### src/rtl/ami_pkg.sv
// ami_pkg: shared FSM states, AXI constants and size helper for the ami_w write engine
package ami_pkg;
  typedef enum logic [2:0] {IDLE, CALC, AW, DATA, RESP} state_t;
  localparam logic [1:0] BURST_INCR = 2'b01;
  localparam logic [1:0] RESP_OKAY = 2'b00;
  localparam int BOUNDARY_4K = 4096;
  function automatic int log2_size(input int bytes);
    for (int n = 0; n < 31; n++) if ((1 << n) >= bytes) return n;
    return 31;
  endfunction
endpackage

### src/rtl/ami_fifo.sv
// ami_fifo: show-ahead synchronous FIFO buffering prefetched SPRAM beats for the W channel
module ami_fifo
  import ami_pkg::*;
#(
  parameter int DW    = 128,
  parameter int DEPTH = 8
) (
  input  logic                     RAM_CLK,
  input  logic                     RAM_RESETn,
  input  logic                     push,
  input  logic                     pop,
  input  logic [DW-1:0]            din,
  output logic [DW-1:0]            dout,
  output logic [$clog2(DEPTH):0]   count,
  output logic                     empty,
  output logic                     full
);
  localparam int PW = $clog2(DEPTH);
  logic [DW-1:0] mem [DEPTH];
  logic [PW-1:0] wp, rp;
  assign dout  = mem[rp];
  assign empty = count == '0;
  assign full  = count == (PW+1)'(DEPTH);
  always_ff @(posedge RAM_CLK or negedge RAM_RESETn)
    if (!RAM_RESETn) begin
      mem   <= '{default: '0};
      wp    <= '0;
      rp    <= '0;
      count <= '0;
    end else begin
      if (push) begin
        mem[wp] <= din;
        wp      <= wp + 1'b1;
      end
      if (pop) rp <= rp + 1'b1;
      count <= count + (PW+1)'(push) - (PW+1)'(pop);
    end
endmodule

### src/rtl/ami_w.sv
// ami_w: AXI4 write master copying SPRAM words into 4KB-safe INCR bursts; AMI_ERR_ABORT_EN stops after the first error response
module ami_w
  import ami_pkg::*;
#(
  parameter int AXI_DW     = 128,
  parameter int AXI_AW     = 32,
  parameter int AXI_IW     = 8,
  parameter int AXI_LW     = 8,
  parameter int AMI_ID     = 0,
  parameter int AMI_MAXLEN = 16,
  parameter int AMI_WD     = 8,
  parameter int SLV_WS     = 1,
  parameter int CMD_BW     = 16,
  localparam int AXI_BYTES = AXI_DW / 8
) (
  input  logic                 RAM_CLK,
  input  logic                 RAM_RESETn,
  input  logic                 CMD_VALID,
  output logic                 CMD_READY,
  input  logic [AXI_AW-1:0]    CMD_AXI_ADDR,
  input  logic [AXI_AW-1:0]    CMD_RAM_ADDR,
  input  logic [CMD_BW-1:0]    CMD_BEATS,
  output logic                 DONE,
  output logic                 DONE_ERR,
  output logic                 RAM_CEN,
  output logic [AXI_AW-1:0]    RAM_A,
  input  logic [AXI_DW-1:0]    RAM_Q,
  output logic [AXI_IW-1:0]    AWID,
  output logic [AXI_AW-1:0]    AWADDR,
  output logic [AXI_LW-1:0]    AWLEN,
  output logic [2:0]           AWSIZE,
  output logic [1:0]           AWBURST,
  output logic                 AWVALID,
  input  logic                 AWREADY,
  output logic [AXI_DW-1:0]    WDATA,
  output logic [AXI_BYTES-1:0] WSTRB,
  output logic                 WLAST,
  output logic                 WVALID,
  input  logic                 WREADY,
  input  logic [AXI_IW-1:0]    BID,
  input  logic [1:0]           BRESP,
  input  logic                 BVALID,
  output logic                 BREADY
);
  localparam int SZ = log2_size(AXI_BYTES);
  localparam int CW = $clog2(AMI_WD) + 1;
  localparam int OW = $clog2(AMI_WD + SLV_WS) + 1;
  state_t state;
  logic [AXI_AW-1:0] addr, ram_addr;
  logic [CMD_BW-1:0] rem, blen, issued, wcnt, lim, blen_c, m1;
  logic [12:0] b4k;
  logic [AXI_LW-1:0] awlen;
  logic [SLV_WS-1:0] vld;
  logic [CW-1:0] cnt;
  logic [OW-1:0] occ;
  logic empty, full, rd_en, w_hs, err, err_n, done, done_err, unused_bid;
  always_comb begin
    b4k    = (13'(BOUNDARY_4K) - {1'b0, addr[11:0]}) >> SZ;
    m1     = rem < CMD_BW'(AMI_MAXLEN) ? rem : CMD_BW'(AMI_MAXLEN);
    blen_c = m1 < CMD_BW'(b4k) ? m1 : CMD_BW'(b4k);
    lim    = state == CALC ? blen_c : blen;
    occ    = OW'(cnt) + OW'($countones(vld));
    rd_en  = (state == CALC || state == AW || state == DATA) && issued < lim &&
             occ < OW'(AMI_WD) && !full;
    w_hs   = WVALID && WREADY;
    err_n  = err || BRESP != RESP_OKAY;
  end
  assign CMD_READY  = state == IDLE;
  assign AWVALID    = state == AW;
  assign BREADY     = state == RESP;
  assign WVALID     = state == DATA && !empty;
  assign WLAST      = WVALID && wcnt == blen - 1'b1;
  assign AWADDR     = addr;
  assign AWLEN      = awlen;
  assign AWID       = AXI_IW'(AMI_ID);
  assign AWSIZE     = 3'(SZ);
  assign AWBURST    = BURST_INCR;
  assign WSTRB      = '1;
  assign RAM_CEN    = !rd_en;
  assign RAM_A      = ram_addr;
  assign DONE       = done;
  assign DONE_ERR   = done_err;
  assign unused_bid = ^BID;
  ami_fifo #(.DW(AXI_DW), .DEPTH(AMI_WD)) u_fifo (
    .RAM_CLK   (RAM_CLK),
    .RAM_RESETn(RAM_RESETn),
    .push      (vld[SLV_WS-1]),
    .pop       (w_hs),
    .din       (RAM_Q),
    .dout      (WDATA),
    .count     (cnt),
    .empty     (empty),
    .full      (full)
  );
  always_ff @(posedge RAM_CLK or negedge RAM_RESETn)
    if (!RAM_RESETn) begin
      state    <= IDLE;
      addr     <= '0;
      ram_addr <= '0;
      rem      <= '0;
      blen     <= '0;
      issued   <= '0;
      wcnt     <= '0;
      awlen    <= '0;
      vld      <= '0;
      err      <= 1'b0;
      done     <= 1'b0;
      done_err <= 1'b0;
    end else begin
      done   <= 1'b0;
      vld[0] <= rd_en;
      for (int i = 1; i < SLV_WS; i++) vld[i] <= vld[i-1];
      if (rd_en) begin
        ram_addr <= ram_addr + 1'b1;
        issued   <= issued + 1'b1;
      end
      case (state)
        IDLE: if (CMD_VALID) begin
          addr     <= CMD_AXI_ADDR;
          ram_addr <= CMD_RAM_ADDR;
          rem      <= CMD_BEATS;
          err      <= 1'b0;
          issued   <= '0;
          state    <= CMD_BEATS == '0 ? IDLE : CALC;
          if (CMD_BEATS == '0) begin
            done     <= 1'b1;
            done_err <= 1'b0;
          end
        end
        CALC: begin
          blen  <= blen_c;
          awlen <= AXI_LW'(blen_c - 1'b1);
          wcnt  <= '0;
          state <= AW;
        end
        AW: if (AWREADY) state <= DATA;
        DATA: if (w_hs) begin
          wcnt <= wcnt + 1'b1;
          if (WLAST) state <= RESP;
        end
        RESP: if (BVALID) begin
          err    <= err_n;
          addr   <= addr + (AXI_AW'(blen) << SZ);
          rem    <= rem - blen;
          issued <= '0;
`ifdef AMI_ERR_ABORT_EN
          if (rem == blen || BRESP != RESP_OKAY) begin
`else
          if (rem == blen) begin
`endif
            state    <= IDLE;
            done     <= 1'b1;
            done_err <= err_n;
          end else state <= CALC;
        end
        default: state <= IDLE;
      endcase
    end
endmodule
### config.mk
export PLATFORM = sky130hd
export DESIGN_NAME = ami_w
export DESIGN_NICKNAME = d
export VERILOG_FILES = /design/src/rtl/ami_pkg.sv /design/src/rtl/ami_fifo.sv /design/src/rtl/ami_w.sv
export SDC_FILE = /design/constraint.sdc
export NUM_CORES = 2
export LEC_CHECK = 0
export ABC_AREA = 1
export BUFFER_PORTS_ARGS = -buffer_cell sky130_fd_sc_hd__buf_2
export CORE_MARGIN = 3
export CORE_UTILIZATION = 54
export CTS_BUF_LIST = sky130_fd_sc_hd__clkbuf_4 sky130_fd_sc_hd__clkbuf_8
export CTS_CLUSTER_SIZE = 10
export DETAILED_ROUTE_END_ITERATION = 6
export HOLD_SLACK_MARGIN = 0.03
export PLACE_DENSITY = 0.73
export SLEW_MARGIN = 5
export SYNTH_ARGS = -nofsm -noshare
export SYNTH_HDL_FRONTEND = slang
export SYNTH_SLANG_ARGS = --single-unit
### constraint.sdc
create_clock -name RAM_CLK -period 5.9 [get_ports RAM_CLK]
set_input_delay 1.18 -clock RAM_CLK [delete_from_list [all_inputs] [get_ports RAM_CLK]]
set_output_delay 1.18 -clock RAM_CLK [all_outputs]
set_load 0.005 [all_outputs]
==> flow_metrics.tcl <==
set metrics [dict create \
    final_max_slew_viol_count 0 \
    synthFlopType "dfrtp_1" \
    insertion_delay_ps 860 \
    cts_hold_buffers 0 \
    critPathMaxFanout 5 \
    clk_pin_slew_worst_paths_ps 60 \
    area_growth_pct 13.33 \
    skew_ps 45.19 \
    vias 47988 \
    max_slew_margin 0.2291 \
    fmax_mhz 164.6 \
    syn_avg_cell_area_sq_um 8.165 \
    cts_buffer_depth 3 \
    cts_tree "done" \
    drc 0 \
    min_path_type "in -> async" \
    highest_layer "met5" \
    worst_pin_slew_ps 1152 \
    core_area_sq_mm 0.1022 \
    rsz0062_at_grt "true" \
    cp_common_cell "inv_2" \
    maxCapViolCount 0 \
    final_util 0.6197 \
    drive_gt1_frac 0.1295 \
    totalWireLength_mm 149.0 \
    globalRouteOverflowTotal 0 \
    final.period_utilization 1.030 \
    die_x_microns 327.7 \
    ys_types 57 \
    p_per_area_mw_per_mm2 595.6 \
    wl_per_cell_microns 17.29 \
    grt_max_degree 193 \
    crit_path_start_kind "register" \
    portBuffers 423 \
    cts.sinks 1177 \
    cts_root_buf "clkbuf_8" \
    setup-violations-final 1 \
    cp.required_ps 4720 \
    p_leak_nw 30.55 \
    async_flop_share 1.000 \
    grt_usage 0.2753 \
    ctsHtreeMaxLevel 4 \
    io_pins 461 \
    initial_core_util 0.5468 \
    cp.arrival_ps 4900 \
    timing_hold_violations_final 0 \
    grt_pass1_wl_mm 241.5 \
    antenna_found_initial 22 \
    dieHeight_microns 327.7 \
    irDropWorstVdd_uv 357.1 \
    slowest_stage "dfrtp_1" \
    routabilityCongestion 0.9193 \
    slowest_delay_ps 410 \
    core.rowCount 117 \
    hpwl_mm 85.72 \
    wl_met2_mm 69.02 \
    numCtsBuffers 197 \
    critical_path.endpoint_type "output port" \
    violations "negative setup slack" \
    min_period_ps 6077 \
    worstSetupPathType "reg -> out" \
    postRouteAntennaNets 0 \
    synth-seq-cells 1177 \
    hold_slack_ps 410.7 \
    seq_area_frac_synth 0.5272 \
    finish.net_count 7375 \
    synth_cells 6843 \
    dieArea_sq_mm 0.1074 \
    syn_area_sq_mm 0.05587 \
    via_per_inst 5.569 \
    first_pass_iters 6 \
    wl_met1_mm 65.68 \
    status "finished, violations left" \
    fin_ws_ps -176.5 \
    synth_edf_count 0 \
    yosysWarnings 0 \
    drtIter0Drc 4342 \
    grt_pass1_vias 45320 \
    met3WireLength_mm 9.970 \
]
==> synth_stat cells, types with 21 or more instances <==
| master | number | share of area |
|---|---|---|
| a31oi_1 | 136 | 0.015 |
| nand2_1 | 1523 | 0.10 |
| a21oi_1 | 63 | 0.0056 |
| buf_4 | 30 | 0.0040 |
| ha_1 | 69 | 0.015 |
| buf_1 | 21 | 0.0014 |
| o211ai_1 | 151 | 0.020 |
| nand4_1 | 21 | 0.0024 |
| nor3_1 | 43 | 0.0039 |
| dfrtp_1 | 1177 | 0.53 |
| xor2_1 | 58 | 0.0091 |
| o32ai_1 | 128 | 0.020 |
| inv_1 | 466 | 0.031 |
| o21ai_0 | 1380 | 0.12 |
| xnor2_1 | 28 | 0.0044 |
| nand3_1 | 117 | 0.010 |
| nor2_1 | 906 | 0.061 |
| clkbuf_1 | 437 | 0.029 |
==> metal layers <==
layer | track usage | up-vias
li1 | - | 23074
met1 | 0.3835 | 23081
met2 | 0.4349 | 1547
met3 | 0.04767 | 278
met4 | 0.1024 | 8
met5 | 0 | -
==> path summary, 6_finish.rpt <==
| check | start | end | slack [ps] | cells after the start |
|---|---|---|---|---|
| setup / recovery | AWADDR[2] | RAM_CEN | -180 | 37 |
| hold / removal | RAM_RESETn | AWADDR[30] | 410 | 1 |
| setup reg to reg | AWADDR[2] | issued[10] | 1050 | 41 |
| hold reg to reg | u_fifo.mem[323] | u_fifo.mem[323] | 480 | 2 |
| max in group asynchronous | RAM_RESETn | u_fifo.mem[821] | 4080 | 2 |
| min in group RAM_CLK | u_fifo.mem[323] | u_fifo.mem[323] | 480 | 2 |
==> timing repair <==
item | 4_1_cts | 5_1_grt
buffers inserted | 9 | 8
endpoints found under the setup margin | 1 | 1
resized for setup | 31 | 33
pin swaps | 14 | 22
gates cloned | 1 | 0
==> state kept, by name (all words and copies together) (netlist names) <==
| register | flops |
|---|---|
| DONE_ERR | 1 |
| AWLEN | 8 |
| vld | 1 |
| u_fifo.rp | 3 |
| DONE | 1 |
| RAM_A | 32 |
| state | 3 |
| u_fifo.wp | 3 |
| issued | 16 |
| blen | 16 |
| u_fifo.mem | 1024 |
| err | 1 |
| wcnt | 16 |
| AWADDR | 32 |
| u_fifo.count | 4 |
| rem | 16 |
==> per-stage QoR <==
| step | std cells | area (sq um) | power (mW) | TNS (ps) | worst slack (ps) |
|---|---|---|---|---|---|
| floorplan | 6874 | 55990 | 24.68 | 0 | 846.7 |
| global placement | 8230 | 58680 | 29.30 | 0 | 381.0 |
| detailed placement | 8230 | 58680 | 29.87 | 0 | 335.4 |
| CTS | 8593 | 63110 | 37.79 | -249.9 | -249.9 |
| global route | 8612 | 63310 | 40.93 | -582.8 | -582.8 |
| finish | 8617 | 63320 | 37.71 | -176.5 | -176.5 |
==> worst max-delay path, delay by kind of cell, from the launching register on <==
family	cells	cell delay, ps
flops	1	410
compound gates	4	520
fa+ha+maj	2	370
simple gates	20	2010
buf+inv	11	730
==> placed cells by master, fill, tap and decap left out, types with 13 or more instances in the layout <==
| cell | instances |
|---|---|
| nor3_1 | 40 |
| nor2_1 | 894 |
| xnor2_1 | 28 |
| dfrtp_1 | 1174 |
| conb_1 | 33 |
| nand4_1 | 21 |
| xor2_1 | 58 |
| inv_1 | 456 |
| buf_12 | 24 |
| clkinv_2 | 21 |
| o21ai_0 | 1372 |
| a31oi_1 | 136 |
| nor4_1 | 13 |
| clkbuf_8 | 251 |
| o211ai_1 | 151 |
| buf_4 | 54 |
| nand2_1 | 1512 |
| o32ai_1 | 128 |
| buf_2 | 421 |
| ha_1 | 65 |
| a21oi_1 | 59 |
| diode_2 | 16 |
| nand3_1 | 115 |
| clkbuf_4 | 69 |
==> cell families after synthesis <==
kind of cell,after synthesis,synth area share
muxes,2,0.0003583
buffers and inverters,965,0.06774
adders and majority gates,72,0.01653
xor gates and xnor gates,86,0.01348
AOI/OAI and AO/OA,1897,0.1902
and+or+nand+nor,2642,0.1844
other,2,0.0001344
DFF,1177,0.5272
==> where the power goes <==
group	total, mW	switching, mW	internal (mW)	leakage, nW
Combinational	15.6	9.70	5.88	14.5
Sequential	14.5	2.42	12.0	13.8
Clock	7.66	3.29	4.37	2.27
Total	37.7	15.4	22.3	30.5
==> cell type report <==
class / count / area (sq um)
Clock buffer: 320 / 3973
Clock inverter: 33 / 276.5
Timing Repair Buffer: 501 / 3019
Antenna cell: 16 / 40.04
Multi-Input combinational cell: 4733 / 23060
Fill cell: 9062 / 38860
Tap cell: 1368 / 1712
Inverter: 469 / 1778
Sequential cell: 1177 / 29460
No activity file was read; power rests on OpenSTA's default activity.
